--- src/rtl/r4mdc_pkg.sv ---
// Shared types and constants for the R4MDC FFT datapath.
// Lane count, phase type and counter-width helper.
package r4mdc_pkg;

  localparam int LANES      = 4;
  localparam int DATA_W_DEF = 32;

  typedef logic [1:0] phase_t;

  function automatic int cnt_w(input int d);
    return (d > 1) ? $clog2(d) : 1;
  endfunction

endpackage

--- src/rtl/shift_delay.sv ---
// Enable-gated shift register of DEPTH stages.
// DEPTH of 0 degenerates to a plain wire.
module shift_delay #(
  parameter int W     = 32,
  parameter int DEPTH = 1
) (
  input  logic         clk,
  input  logic         rst,
  input  logic         en,
  input  logic [W-1:0] d,
  output logic [W-1:0] q
);

  if (DEPTH == 0) begin : g_wire
    assign q = d;
  end else begin : g_regs
    logic [W-1:0] sr [DEPTH];

    always_ff @(posedge clk or posedge rst) begin
      if (rst) begin
        for (int i = 0; i < DEPTH; i++) sr[i] <= '0;
      end else if (en) begin
        sr[0] <= d;
        for (int i = 1; i < DEPTH; i++) sr[i] <= sr[i-1];
      end
    end

    assign q = sr[DEPTH-1];
  end

endmodule

--- src/rtl/delay_commutator.sv ---
// Radix-4 delay-commutator: input ladder, 4-way rotation,
// output ladder; each 4*D sample group leaves lane-transposed.
module delay_commutator
  import r4mdc_pkg::*;
#(
  parameter int DATA_W = DATA_W_DEF,
  parameter int D      = 4
) (
  input  logic              clk,
  input  logic              rst,
  input  logic              en,
  input  logic [DATA_W-1:0] in0,
  input  logic [DATA_W-1:0] in1,
  input  logic [DATA_W-1:0] in2,
  input  logic [DATA_W-1:0] in3,
  output logic [DATA_W-1:0] out0,
  output logic [DATA_W-1:0] out1,
  output logic [DATA_W-1:0] out2,
  output logic [DATA_W-1:0] out3,
  output logic              out_valid
);

  localparam int CW = cnt_w(D);
  localparam int FW = $clog2(3 * D + 1);
  localparam logic [CW-1:0] CNT_LAST = CW'(D - 1);
  localparam logic [FW-1:0] FILL_MAX = FW'(3 * D);

  logic [DATA_W-1:0] din  [LANES];
  logic [DATA_W-1:0] dly  [LANES];
  logic [DATA_W-1:0] mid  [LANES];
  logic [DATA_W-1:0] dout [LANES];

  logic [CW-1:0] cnt;
  logic [FW-1:0] fill;
  phase_t        p;

  assign din[0] = in0;
  assign din[1] = in1;
  assign din[2] = in2;
  assign din[3] = in3;

  for (genvar i = 0; i < LANES; i++) begin : g_lane
    if (i == 0) begin : g_in_wire
      assign dly[i] = din[i];
    end else begin : g_in_dly
      shift_delay #(.W(DATA_W), .DEPTH(i * D)) u_in (
        .clk (clk),
        .rst (rst),
        .en  (en),
        .d   (din[i]),
        .q   (dly[i])
      );
    end

    if (i == LANES - 1) begin : g_out_wire
      assign dout[i] = mid[i];
    end else begin : g_out_dly
      shift_delay #(.W(DATA_W), .DEPTH((LANES - 1 - i) * D)) u_out (
        .clk (clk),
        .rst (rst),
        .en  (en),
        .d   (mid[i]),
        .q   (dout[i])
      );
    end
  end

  // Lane j takes delayed lane (p - j) mod 4; 2-bit wrap does the mod.
  always_comb begin
    for (int j = 0; j < LANES; j++) begin
      mid[j] = dly[p - phase_t'(j)];
    end
  end

  always_ff @(posedge clk or posedge rst) begin
    if (rst) begin
      cnt  <= '0;
      p    <= '0;
      fill <= '0;
    end else if (en) begin
      if (cnt == CNT_LAST) begin
        cnt <= '0;
        p   <= p + 2'd1;
      end else begin
        cnt <= cnt + 1'b1;
      end
      if (fill != FILL_MAX) fill <= fill + 1'b1;
    end
  end

  assign out0      = dout[0];
  assign out1      = dout[1];
  assign out2      = dout[2];
  assign out3      = dout[3];
  assign out_valid = en && (fill == FILL_MAX);

endmodule
--- config.mk ---
export PLATFORM = sky130hd
export DESIGN_NAME = delay_commutator
export DESIGN_NICKNAME = d
export VERILOG_FILES = /design/src/rtl/r4mdc_pkg.sv /design/src/rtl/shift_delay.sv /design/src/rtl/delay_commutator.sv
export SDC_FILE = /design/constraint.sdc
export NUM_CORES = 2
export LEC_CHECK = 0
export CAP_MARGIN = 20
export CORE_MARGIN = 2
export CORE_UTILIZATION = 40
export CTS_CLUSTER_DIAMETER = 30
export DETAILED_ROUTE_END_ITERATION = 16
export SYNTH_ARGS = -nofsm -noshare
export SYNTH_HDL_FRONTEND = slang
export SYNTH_SLANG_ARGS = --single-unit
export TNS_END_PERCENT = 30
--- constraint.sdc ---
create_clock -name clk -period 53 [get_ports clk]
set_input_delay 5.3 -clock clk [delete_from_list [all_inputs] [get_ports clk]]
set_output_delay 5.3 -clock clk [all_outputs]
set_load 0.02 [all_outputs]
# Word level (Yosys, flattened, before mapping)

Cells that the tools add are included.

Bits in registers: 1544
Bits of input ports: 131
Logic and storage cells: 84

Add/sub/neg operators: 6
$lt $le $gt $ge: 4
Equality and inequality tests: 3
Muxes and demuxes: 13
Bitwise logic cells: 4
Reduce and logical (&&, ||, !) cells: 3

Operators by type and width:

| cell                | number |
|---|---|
| $bmux 32 s2         | 4 |
| $mux 32             | 8 |
| $ge 3x3->1 const B  | 4 |
| $not 2->3           | 4 |
| $add 2x1->2 const B | 2 |
| $add 4x1->4 const B | 1 |
| $eq 4x4->1 const B  | 1 |
| $ne 4x4->1 const B  | 1 |
| $reduce_and 2->1    | 2 |
| $sub 2x2->2 const B | 2 |
| $eq 2x2->1 const B  | 1 |
| $mux 2              | 1 |
| $sub 2x1->2 const B | 1 |
| $logic_and 1x1->1   | 1 |

# Logic depth before layout (Yosys ltp)

Depth after elaboration: 5
Mapped depth: 6
Depth with buffers taken out: 5

# By module

Synthesis repeated with hierarchy kept, for this count alone.

Cells, all modules: 3668
Area, all modules: 65729.3 um^2

Modules (own cells, without submodules):

| module                                      | instances | cells each | area each (um^2) | sequential area each (um^2) |
|---|---|---|---|---|
| shift_delay (g_lane[0].g_out_dly.u_out ...) | 2         | 844        | 16059.2          | 9609.2 |
| shift_delay (g_lane[1].g_out_dly.u_out ...) | 2         | 573        | 9838.2           | 6406.1 |
| shift_delay (g_lane[1].g_in_dly.u_in ...)   | 2         | 303        | 5066.1           | 3203.1 |
| delay_commutator                            | 1         | 228        | 3802.4           | 200.2 |

# Worst setup path before layout

OpenSTA, ideal clock, no wires.

Path type: input -> output
Start: input en
End: output out_valid
Data arrival time: 6.171 ns
Data required time: 47.700 ns
Path slack: 41.529 ns
Stages: 4
Path through: buf_2 > clkbuf_1 > buf_2 > and4_1

Cells in the longest elaborated chain, start to end: 1

Ends and longest elaborated chain:

| element           | line                   | text |
|---|---|---|
| start, declared   | delay_commutator.sv:11 | `input logic en,` |
| $logic_and 1x1->1 | delay_commutator.sv:95 | `assign out_valid = en && (fill == FILL_MAX);` |
| end, declared     | delay_commutator.sv:20 | `output logic out_valid` |

Every way passes these cells.

# Worst setup path after layout

Start: input in0[4]
End: output out3[4]

Cells in the longest elaborated chain, start to end: 3

Ends and longest elaborated chain:

| element                                    | line                   | text |
|---|---|---|
| start, declared                            | delay_commutator.sv:12 | `input logic [DATA_W-1:0] in0,` |
| $bmux 32 s2                                | delay_commutator.sv:71 | `mid[j] = dly[p - phase_t'(j)];` |
| $mux 32 (implied by the code) (2 in a row) | delay_commutator.sv:71 |  |
| end, declared                              | delay_commutator.sv:19 | `output logic [DATA_W-1:0] out3,` |

Every way passes these cells. The select of a mux whose other input is x is not followed.

==> reports/metrics.yaml <==
routing:
  via_count: 30900
  drt_wl_total_um: 127000
  first_pass_iters: 5
  vias_per_cell: 4.92
  post_drt_wl_per_cell_um: 20.2
  ant_nets: 0
  drc: 0
  drt_iter0_markers: 1406
critical_path:
  cp_cell_sequence: "clkdlybuf4s50_1 -> mux4_2 -> clkdlybuf4s50_1"
  cp_slowest_stage_delay_ps: 780
  required_ps: 47700
  critical_path_class: "in -> out"
  r2r_setup_slack_ps: 49890
  cp_slowest_cell: "clkdlybuf4s50_1"
  path_common_cell: "clkdlybuf4s50_1"
  cp.arrival_ps: 7000
  end_kind: "primary output"
  cp-start-kind: "primary input"
  critPathMaxFanout: 3
sta:
  period_minus_slack_ps: 12300
  worst_slew_pin_slew_ps: 1130
  rsz0062_at_grt: "no"
  maxSlewHeadroom: 0.249
  worst_slack_ps: 40700
  fin_worst_skew_ps: 57.1
  fmax_mhz: 81.3
  hold_viol_final: 0
  tns_ps: 0
  fin_crit_sh: 0.232
  setup_viol: 0
  slew_violations: 0
synthesis:
  syn-num-nets: 3737
  synth.most_common_cell: "dfrtp_1"
  synth.distinct_cells: 21
  synth_edf_count: 0
  syn_area_mm2: 0.0605
  synth_flop_cell: "dfrtp_1"
  synth_cells: 3603
  synth_common_cells: "dfrtp_1, mux2_2, buf_4"
  yosys.area.top_type: "dfrtp_1"
  synth_area_leaders: "dfrtp_1, mux2_2, buf_4"
  syn_avg_cell_area_um2: 16.8
  yosys_warnings: 0
  synth_top_area_share: 0.639
  ys_seq_area_frac: 0.639
  synth-seq-cells: 1544
  ys_async_sr_fraction: 1.00
global_routing:
  grt_pass1_wl_um: 197000
  track_usage: 0.167
  grt-ovfl-total: 0
  antenna_found_initial: 44
  grt_max_degree: 202
  grt_pass1_vias: 32400
finish:
  drive_above_1_share: 0.518
  stdcell_area_mm2: 0.0768
  finalNonFillerCells: 6281
  layout.nets: 4107
  finalCoreUtilization: 0.512
  area_delta_synth_final_pct: 27.0
cts:
  root_buffer: "clkbuf_16"
  clk_path_buf_depth: 4
  cts_made_buffers: 369
  cts_resized: 0
  cts_setup_buffers: 0
  cts.sinks: 1544
  cts-htree-levels: 5
  clkTransAtPathRegs_ps: 40
  clk-insertion-delay-late_ps: 900
  cts_tree: "done"
  cts_hold_buf: 0
die:
  core_mm2: 0.150
  initial_utilization: 0.403
  die_area_mm2: 0.154
  fp.dieW_um: 393
  placementRows: 142
  dieHeight_um: 393
  io_pins: 260
placement:
  placed_cell_area_mm2: 0.0640
  portBuffers: 259
  place.gp.congestion: 0.746
  place_ws_ps: 40730
  dp.cells: 5617
  dpl.hpwl_um: 81800
power:
  p_per_area_mw_per_mm2: 67.1
  power.leakage_nw: 33.4
  ir_drop_mv: 0.0334
status:
  status: "completed"
run:
  max_cap_violations: 0
hold_path:
  hold_class: "reg -> reg"
-- flip-flops by register name, summed over array words and instances, names as in the netlist --
name / count
p: 2
g_lane.g_in_dly.u_in.g_regs.sr: 672
fill: 4
g_lane.g_out_dly.u_out.g_regs.sr: 672
g_lane.g_in_dly.u_in.q: 96
g_lane.g_out_dly.u_out.q: 96
cnt: 2
-- cell usage in the layout, fill, tap and decap left out --
| master | n |
|---|---|
| a21oi_1 | 4 |
| and4_1 | 1 |
| buf_12 | 3 |
| buf_16 | 2 |
| buf_4 | 39 |
| bufinv_16 | 55 |
| clkbuf_1 | 38 |
| clkbuf_16 | 372 |
| clkbuf_8 | 55 |
| clkdlybuf4s50_1 | 258 |
| clkinv_16 | 1 |
| clkinv_2 | 72 |
| clkinv_4 | 13 |
| clkinv_8 | 4 |
| clkinvlp_4 | 31 |
| dfrtp_1 | 1542 |
| dfrtp_4 | 2 |
| diode_2 | 9 |
| ha_1 | 3 |
| inv_1 | 3 |
| inv_6 | 13 |
| inv_8 | 1 |
| mux2_2 | 1475 |
| mux2i_1 | 64 |
| mux4_2 | 64 |
| nand2_1 | 3 |
| nand2_4 | 1 |
| nand2b_1 | 64 |
| nand2b_4 | 1 |
| nand3_1 | 2 |
| nand4_1 | 1 |
| nor2_1 | 1 |
| nor3_1 | 1 |
| o221ai_1 | 64 |
| xnor2_1 | 3 |
-- kinds of logic (layout without fill, tap and decap cells) --
group | Yosys count | after routing | share of synthesized area
XOR/XNOR | 3 | 3 | 0.000435
other | 0 | 9 | 0
adder cells (fa/ha/maj) | 3 | 3 | 0.000621
multiplexers | 1603 | 1603 | 0.309
flip-flops | 1544 | 1544 | 0.639
buffers and inverters | 307 | 960 | 0.0337
AND/OR/NAND/NOR | 75 | 75 | 0.00753
AO/OA/AOI/OAI | 68 | 68 | 0.00960
-- final cells by class --
class | count | area, um2
Clock inverter | 189 | 2570
Inverter | 4 | 22.5
Antenna cell | 9 | 22.5
Clock buffer | 465 | 10200
Multi-Input combinational cell | 1752 | 19800
Fill cell | 12500 | 73200
Sequential cell | 1544 | 38600
Timing Repair Buffer | 302 | 2990
Tap cell | 2016 | 2520
-- per-stage QoR --
step | power [mW] | hold WS, ps
3_3_place_gp | 2.87 | 473
3_5_place_dp | 2.90 | 475
5_1_grt | 5.41 | 468
4_1_cts | 5.23 | 448
6_report | 5.15 | 450
2_1_floorplan | 2.58 | 458
-- report_power, final --
part / switching [mW] / total (mW) / internal [mW]
Combinational: 0.380 / 0.926 / 0.546
Clock: 0.665 / 2.28 / 1.61
Sequential: 0.295 / 1.94 / 1.65
Total: 1.34 / 5.15 / 3.81
-- final timing paths --
path,cells after the start,from,to
min in group asynchronous,2,rst,g_lane[1].g_in_dly.u_in.g_regs.sr[127]
hold reg to reg,1,g_lane[3].g_in_dly.u_in.g_regs.sr[289],g_lane[3].g_in_dly.u_in.g_regs.sr[257]
hold / removal,1,g_lane[3].g_in_dly.u_in.g_regs.sr[289],g_lane[3].g_in_dly.u_in.g_regs.sr[257]
max in group asynchronous,7,rst,g_lane[0].g_out_dly.u_out.g_regs.sr[190]
setup / recovery,3,in0[4],out3[4]
setup reg to reg,4,p[0],g_lane[1].g_out_dly.u_out.g_regs.sr[243]
-- per-layer routing --
layer  wire, um  GRT usage  vias up
li1           -          -    13800
met1      58100      0.228    16000
met2      54500      0.236      693
met3      10400     0.0697      299
met4       3540     0.0668       30
met5        206          0        -
-- worst max-delay path: cells and delay by family --
family / cells / cell delay, ps
buffers and inverters: 2 / 1220
multiplexers: 1 / 480
No activity file was read; power rests on OpenSTA's default activity.
